<file path="src/rtl/sail_print_stream_if.sv">
// Request/byte-stream bundle for sail_print_stream: whole print requests in, one byte per
// beat out, plus FIFO occupancy and load status.
interface sail_print_stream_if #(
   parameter int MAX_CHARS = 16,
   parameter int DEPTH     = 64
);
   logic                               in_valid;
   logic                               in_ready;
   logic [8*MAX_CHARS-1:0]             in_data;
   logic [$clog2(MAX_CHARS+1)-1:0]     in_len;
   logic                               in_endline;
   logic                               out_valid;
   logic                               out_ready;
   logic [7:0]                         out_data;
   logic [$clog2(DEPTH+1)-1:0]         level;
   logic                               busy;

   modport slave (
      input  in_valid, in_data, in_len, in_endline, out_ready,
      output in_ready, out_valid, out_data, level, busy
   );

   modport master (
      output in_valid, in_data, in_len, in_endline, out_ready,
      input  in_ready, out_valid, out_data, level, busy
   );
endinterface

</file>
<file path="src/rtl/sail_print_stream.sv">
// Sail print stream: accepts whole print/print_endline requests, buffers them atomically in a
// byte FIFO and drains one byte per cycle. Optional line-buffered mode: SAIL_PRINT_LINE_BUFFER_EN.
module sail_print_stream_chk #(
   parameter int VW    = 7,
   parameter int DEPTH = 64
) (
   input logic          clk,
   input logic          rst_n,
   input logic          push,
   input logic [VW-1:0] level
);
   // The input reservation must make a write into a full FIFO impossible.
   a_no_push_on_full: assert property (@(posedge clk) disable iff (!rst_n)
      !(push && (level == VW'(DEPTH))));
endmodule

module sail_print_stream #(
   parameter int         MAX_CHARS = 16,
   parameter int         DEPTH     = 64,
   parameter logic [7:0] NL_CHAR   = 8'h0A
) (
   input logic                clk,
   input logic                rst_n,
   sail_print_stream_if.slave bus
);
   localparam int LW      = $clog2(MAX_CHARS + 1);
   localparam int RW      = $clog2(MAX_CHARS + 2);
   localparam int PW      = (DEPTH > 1) ? $clog2(DEPTH) : 1;
   localparam int VW      = $clog2(DEPTH + 1);
   localparam int RESERVE = MAX_CHARS + 1;
   localparam logic [VW-1:0] READY_MAX = VW'(DEPTH - RESERVE);

   if (DEPTH < MAX_CHARS + 1) begin : g_depth_check
      $error("sail_print_stream: DEPTH must be >= MAX_CHARS+1");
   end

   typedef enum logic [0:0] {IDLE = 1'b0, LOAD = 1'b1} state_t;

   state_t                 state_r, state_nxt_s;
   logic [8*MAX_CHARS-1:0] data_r;
   logic [LW-1:0]          len_r, idx_r, len_clamp_s;
   logic [RW-1:0]          rem_r, first_rem_s;
   logic [7:0]             mem_r [DEPTH];
   logic [PW-1:0]          wr_ptr_r, rd_ptr_r;
   logic [VW-1:0]          level_r, level_nxt_s;
   logic                   in_ready_r, in_ready_nxt_s;
   logic                   accept_s, load_hold_s, push_s, pop_s, out_valid_s;
   logic [7:0]             wbyte_s, rd_byte_s;

   assign accept_s    = bus.in_valid && in_ready_r;
   assign len_clamp_s = (bus.in_len > LW'(MAX_CHARS)) ? LW'(MAX_CHARS) : bus.in_len;
   assign first_rem_s = RW'(len_clamp_s) + RW'(bus.in_endline);
   assign wbyte_s     = (idx_r < len_r) ? data_r[{idx_r, 3'b000} +: 8] : NL_CHAR;
   assign rd_byte_s   = mem_r[rd_ptr_r];
   assign pop_s       = out_valid_s && bus.out_ready;

   // Next-state and load control for the request FSM.
   always_comb begin
      state_nxt_s = state_r;
      load_hold_s = 1'b0;
      push_s      = 1'b0;
      case (state_r)
         IDLE: begin
            if (accept_s) begin
               load_hold_s = 1'b1;
               if (first_rem_s != '0) begin
                  state_nxt_s = LOAD;
               end else begin
                  state_nxt_s = IDLE;
               end
            end else begin
               state_nxt_s = IDLE;
            end
         end
         LOAD: begin
            push_s = 1'b1;
            if (rem_r == RW'(1)) begin
               state_nxt_s = IDLE;
            end else begin
               state_nxt_s = LOAD;
            end
         end
         default: state_nxt_s = IDLE;
      endcase
   end

   // Occupancy after this cycle's push/pop, and the registered reservation check.
   always_comb begin
      level_nxt_s = level_r;
      case ({push_s, pop_s})
         2'b10:   level_nxt_s = level_r + VW'(1);
         2'b01:   level_nxt_s = level_r - VW'(1);
         default: level_nxt_s = level_r;
      endcase
      // Reserve room for a maximal request so in_ready never depends on in_len.
      in_ready_nxt_s = (state_nxt_s == IDLE) && (level_nxt_s <= READY_MAX);
   end

   // FSM state, holding register, pointers and occupancy.
   always_ff @(posedge clk or negedge rst_n) begin
      if (!rst_n) begin
         state_r    <= IDLE;
         data_r     <= '0;
         len_r      <= '0;
         idx_r      <= '0;
         rem_r      <= '0;
         wr_ptr_r   <= '0;
         rd_ptr_r   <= '0;
         level_r    <= '0;
         in_ready_r <= 1'b0;
      end else begin
         state_r    <= state_nxt_s;
         level_r    <= level_nxt_s;
         in_ready_r <= in_ready_nxt_s;
         if (load_hold_s) begin
            data_r <= bus.in_data;
            len_r  <= len_clamp_s;
            idx_r  <= '0;
            rem_r  <= first_rem_s;
         end else if (push_s) begin
            idx_r  <= idx_r + LW'(1);
            rem_r  <= rem_r - RW'(1);
         end
         if (push_s) begin
            wr_ptr_r <= (wr_ptr_r == PW'(DEPTH - 1)) ? '0 : wr_ptr_r + PW'(1);
         end
         if (pop_s) begin
            rd_ptr_r <= (rd_ptr_r == PW'(DEPTH - 1)) ? '0 : rd_ptr_r + PW'(1);
         end
      end
   end

   // Byte storage; contents are meaningless outside the occupied window.
   always_ff @(posedge clk) begin
      if (push_s) begin
         mem_r[wr_ptr_r] <= wbyte_s;
      end
   end

`ifdef SAIL_PRINT_LINE_BUFFER_EN
   logic [VW-1:0] lines_r;
   logic          nl_push_s, nl_pop_s;

   assign nl_push_s = push_s && (wbyte_s == NL_CHAR);
   assign nl_pop_s  = pop_s && (rd_byte_s == NL_CHAR);

   // Count of complete lines held in the FIFO.
   always_ff @(posedge clk or negedge rst_n) begin
      if (!rst_n) begin
         lines_r <= '0;
      end else begin
         case ({nl_push_s, nl_pop_s})
            2'b10:   lines_r <= lines_r + VW'(1);
            2'b01:   lines_r <= lines_r - VW'(1);
            default: lines_r <= lines_r;
         endcase
      end
   end

   // Hold partial lines back unless the buffer is close to full.
   assign out_valid_s = (level_r != '0) &&
                        ((lines_r != '0) || (level_r >= VW'(DEPTH - MAX_CHARS)));
`else
   assign out_valid_s = (level_r != '0);
`endif

   assign bus.in_ready  = in_ready_r;
   assign bus.out_valid = out_valid_s;
   assign bus.out_data  = (level_r != '0) ? rd_byte_s : 8'h00;
   assign bus.level     = level_r;
   assign bus.busy      = (state_r == LOAD);

   sail_print_stream_chk #(.VW(VW), .DEPTH(DEPTH)) u_chk (
      .clk   (clk),
      .rst_n (rst_n),
      .push  (push_s),
      .level (level_r)
   );
endmodule
</file>
<file path="src/flat_wrapper.sv">
// flat-port wrapper written by rule: the top's interface ports become plain ports
module sail_print_stream_flat 
#(
   parameter int         MAX_CHARS = 16,
   parameter int         DEPTH     = 64,
   parameter logic [7:0] NL_CHAR   = 8'h0A
)
  (clk, rst_n, bus_in_valid, bus_in_data, bus_in_len, bus_in_endline, bus_out_ready, bus_in_ready, bus_out_valid, bus_out_data, bus_level, bus_busy);
  sail_print_stream_if #(.MAX_CHARS(MAX_CHARS), .DEPTH(DEPTH)) bus_i ();
  input logic clk;
  input logic rst_n;
  input wire logic [$bits(bus_i.in_valid)-1:0] bus_in_valid;
  input wire logic [$bits(bus_i.in_data)-1:0] bus_in_data;
  input wire logic [$bits(bus_i.in_len)-1:0] bus_in_len;
  input wire logic [$bits(bus_i.in_endline)-1:0] bus_in_endline;
  input wire logic [$bits(bus_i.out_ready)-1:0] bus_out_ready;
  output wire logic [$bits(bus_i.in_ready)-1:0] bus_in_ready;
  output wire logic [$bits(bus_i.out_valid)-1:0] bus_out_valid;
  output wire logic [$bits(bus_i.out_data)-1:0] bus_out_data;
  output wire logic [$bits(bus_i.level)-1:0] bus_level;
  output wire logic [$bits(bus_i.busy)-1:0] bus_busy;
  assign bus_i.in_valid = bus_in_valid;
  assign bus_i.in_data = bus_in_data;
  assign bus_i.in_len = bus_in_len;
  assign bus_i.in_endline = bus_in_endline;
  assign bus_i.out_ready = bus_out_ready;
  assign bus_in_ready = bus_i.in_ready;
  assign bus_out_valid = bus_i.out_valid;
  assign bus_out_data = bus_i.out_data;
  assign bus_level = bus_i.level;
  assign bus_busy = bus_i.busy;
  sail_print_stream #(.MAX_CHARS(MAX_CHARS), .DEPTH(DEPTH), .NL_CHAR(NL_CHAR)) u_core (.clk(clk), .rst_n(rst_n), .bus(bus_i));
endmodule
</file>
<file path="config.mk">
export PLATFORM = sky130hd
export DESIGN_NAME = sail_print_stream_flat
export DESIGN_NICKNAME = d
export VERILOG_FILES = /design/src/rtl/sail_print_stream_if.sv /design/src/rtl/sail_print_stream.sv /design/src/flat_wrapper.sv
export SDC_FILE = /design/constraint.sdc
export NUM_CORES = 1
export LEC_CHECK = 0
export ABC_AREA = 1
export CORE_MARGIN = 3
export CORE_UTILIZATION = 45
export CTS_BUF_LIST = sky130_fd_sc_hd__clkbuf_8
export CTS_CLUSTER_SIZE = 8
export DETAILED_ROUTE_END_ITERATION = 7
export PLACE_DENSITY_LB_ADDON = 0.25
export SYNTH_ARGS = -nofsm -noshare
export SYNTH_HDL_FRONTEND = slang
export SYNTH_SLANG_ARGS = --single-unit
</file>
<file path="constraint.sdc">
create_clock -name clk -period 6.9 [get_ports clk]
set_clock_uncertainty 0.1 [all_clocks]
set_input_delay 0.69 -clock clk [delete_from_list [all_inputs] [get_ports clk]]
set_output_delay 0.69 -clock clk [all_outputs]
set_load 0.02 [all_outputs]
</file>
==> impl_metrics.env <==
export IMPL_hold_start="u_core.data_r[23]"
export IMPL_globalplace_congestion=0.889
export IMPL_slew_viol_final=0
export IMPL_post_cts_setup_buffers=0
export IMPL_clk_path_buf_depth=3
export IMPL_synth_top_area_share_pct=51.3
export IMPL_drtAntennaViolNets=0
export IMPL_finalSetupViolations=0
export IMPL_place_inst=4081
export IMPL_tritoncts="done"
export IMPL_worstReg2RegStart="u_core.idx_r[0]"
export IMPL_multi_input_area_um2=8840
export IMPL_drv_cap=0
export IMPL_fin_cells=4286
export IMPL_worstSetupPathType="flip-flop to output port"
export IMPL_synth_warnings=0
export IMPL_crit_top_cell="nand2_1"
export IMPL_wl_per_cell_um=18.5
export IMPL_hold_path_depth=2
export IMPL_cts_buffers=110
export IMPL_worst_slack_ps=1710
export IMPL_clk_insertion_delay_late_ps=710
export IMPL_drc=0
export IMPL_placementRows=94
export IMPL_grt_pass1_vias=21300
export IMPL_post_dp_hpwl_um=47800
export IMPL_synthesis_area_um2=30000
export IMPL_io_buffers=155
export IMPL_grt_pass1_wl_um=123000
export IMPL_initial_core_util_pct=45.5
export IMPL_die_x_um=264
export IMPL_finalWirelength_um=79200
export IMPL_arrival_ps=4400
export IMPL_worstPathRequired_ps=6110
export IMPL_worstPathCellList="inv_6 -> buf_4 -> buf_4 -> nand2_1 -> nand2_1 -> nand2_1 -> a21oi_1 -> nor2_1 -> nand2_1 -> nand2_1 -> nor2_1 -> nor2_1 -> nor2_1 -> clkdlybuf4s50_1"
export IMPL_yosysSeqAreaShare_pct=65.0
export IMPL_grt_max_degree=116
export IMPL_chipHeight_um=264
export IMPL_drive_gt1_share_pct=5.64
export IMPL_grt_overflow=0
export IMPL_synth_area_leaders="edfxtp_1, nand2_1, dfrtp_1"
export IMPL_synth_top_flop_cell="edfxtp_1"
export IMPL_reg2reg_setup_slack_ps=3110
export IMPL_ys_types=34
export IMPL_pre_cts_slack_ps=2420
export IMPL_synth_cells=3184
export IMPL_post_route_min_period_ps=5190
export IMPL_power_density_nw_per_um2=467
export IMPL_yosysMostFrequentCell="nand2_1"
export IMPL_r2r_end="u_core.mem_r[36][2]"
export IMPL_synth_commonest_cells="nand2_1, edfxtp_1, nor2_1, nand3_1, inv_1"
export IMPL_p_leak_nw=14.9
export IMPL_regArea_um2=19500
export IMPL_ir_worst_vdd_v=0.000531
export IMPL_min_period_over_period_pct=75.2
export IMPL_die_area_um2=69800
export IMPL_startpoint_type="flip-flop"
export IMPL_cp_slowest_cell="inv_6"
export IMPL_ys_seq_elements=676
export IMPL_finalInstanceArea_um2=34200
export IMPL_reg2reg_depth=9
export IMPL_htreeDepth=3
export IMPL_hold_viol=0
export IMPL_finalNetCount=3482
export IMPL_slowest_delay_ps=750
export IMPL_relSlewSlack_pct=21.5
export IMPL_hold_path_class="flip-flop to flip-flop"
export IMPL_clock_sinks=676
export IMPL_rsz0062_at_grt="no"
export IMPL_antenna_found_initial=2
export IMPL_dr_first_iter_drc_count=2239
export IMPL_async_reset_ff_share_pct=24.3
export IMPL_outcome="finished, final reports clean"
export IMPL_path_clk_slew_ps=60
export IMPL_post_cts_resized=0
export IMPL_synth_nets=3336
export IMPL_coreArea_um2=65900
export IMPL_dr_pass1_iters=5
export IMPL_synth_edf_count=512
export IMPL_grt_total_usage_pct=22.6
export IMPL_io_pins=156
export IMPL_setup_tns_ps=0
export IMPL_setup_worst_path_end_class="output port"
export IMPL_cts_root_buffer="clkbuf_8"
export IMPL_vias=22100
export IMPL_max_freq_mhz=193
export IMPL_area_growth_pct=14.2
export IMPL_placed_cell_area_um2=32200
export IMPL_worst_path_max_fanout=115
export IMPL_syn_area_per_cell_um2=9.42
export IMPL_worst_pin_slew_ps=1170
export IMPL_min_to="u_core.data_r[23]"
export IMPL_fill_cells=6061
export IMPL_vias_per_cell=5.16
export IMPL_synth_area_leader_cell="edfxtp_1"
metal layers:
metal / share of wire [%] / up-vias / global-route usage (%) / routed length (um)
met4: 3.1 / 0 / 8.17 / 2450
met2: 46 / 816 / 35.2 / 36100
li1: - / 10600 / - / -
met3: 7.5 / 150 / 4.65 / 5920
met1: 44 / 10500 / 31.7 / 34700
met5: 0 / - / 0 / 0
worst max-delay path: cells and delay by family, from the launching register on:
kind	cells	cell delay (ps)
compound gates	1	140
buf+inv	4	2160
flops	1	720
simple gates	9	660
flip-flops by register name, indices dropped and copies added, names as in the netlist, 5 cells and up:
signal,count
u_core.mem_r,512
u_core.bus.level,7
u_core.wr_ptr_r,6
u_core.data_r,128
u_core.idx_r,5
u_core.rem_r,5
u_core.rd_ptr_r,6
u_core.len_r,5
logic make-up (layout without fill, tap and decap cells):
logic type,Yosys count,after routing,share of synthesized area [%]
and+or+nand+nor,1868,1868,24.6
DFF,676,676,65.0
buffers and inverters,404,640,5.76
AOI/OAI and AO/OA,214,214,3.83
adders and majority gates,14,14,0.584
xor gates and xnor gates,8,8,0.234
other,0,2,0
metrics by stage:
stage / utilization, % / power (mW) / hold WS [ps]
5_1_grt: 52.0 / 17.0 / 382
4_1_cts: 52.0 / 16.0 / 354
2_1_floorplan: - / 10.3 / 294
3_3_place_gp: 48.9 / 12.7 / 348
6_report: 52.0 / 16.0 / 364
3_5_place_dp: 48.9 / 12.8 / 353
power by group:
| group | switching (mW) | internal [mW] | leakage [nW] | total [mW] |
|---|---|---|---|---|
| clock | 1.59 | 1.65 | 1.25 | 3.25 |
| sequential | 0.418 | 6.29 | 6.72 | 6.71 |
| combinational | 4.55 | 1.49 | 6.89 | 6.04 |
| total | 6.56 | 9.44 | 14.9 | 16.0 |
placed cells by master, fill, tap and decap left out, types with 14 or more instances in the layout:
| cell type | instances |
|---|---|
| nand2_1 | 1262 |
| nor2_1 | 323 |
| clkbuf_8 | 122 |
| edfxtp_1 | 512 |
| nand3_1 | 256 |
| buf_4 | 35 |
| dfrtp_1 | 161 |
| o21ai_0 | 139 |
| clkdlybuf4s50_1 | 154 |
| clkinv_1 | 21 |
| ha_1 | 14 |
| a21oi_1 | 27 |
| inv_1 | 288 |
| o22ai_1 | 20 |
worst max path at each step:
stage	start	endpoint	slack [ps]	cells after the start
after floorplan	u_core.idx_r[1]	u_core.mem_r[0][6]	3540	9
after global placement	u_core.rd_ptr_r[0]	bus_out_data[0]	2450	14
after detailed placement	u_core.rd_ptr_r[0]	bus_out_data[0]	2420	14
after CTS	u_core.rd_ptr_r[0]	bus_out_data[0]	1640	14
after global routing	u_core.rd_ptr_r[0]	bus_out_data[0]	1290	14
final	u_core.rd_ptr_r[0]	bus_out_data[0]	1710	14
area by class of cell:
cell class / count / area share (%)
Inverter: 246 / 2.72
Tap cell: 864 / 3.16
Antenna cell: 2 / 0.0146
Multi-Input combinational cell: 2104 / 25.8
Clock buffer: 122 / 4.90
Sequential cell: 676 / 56.9
Timing Repair Buffer: 192 / 5.39
Clock inverter: 80 / 1.08
timing repair:
item,CTS,global route
hold buffers,1,0
endpoints found under the setup margin,0,0
endpoints found under the hold margin,52,0
Note: power is estimated with default switching activity, not from simulation.
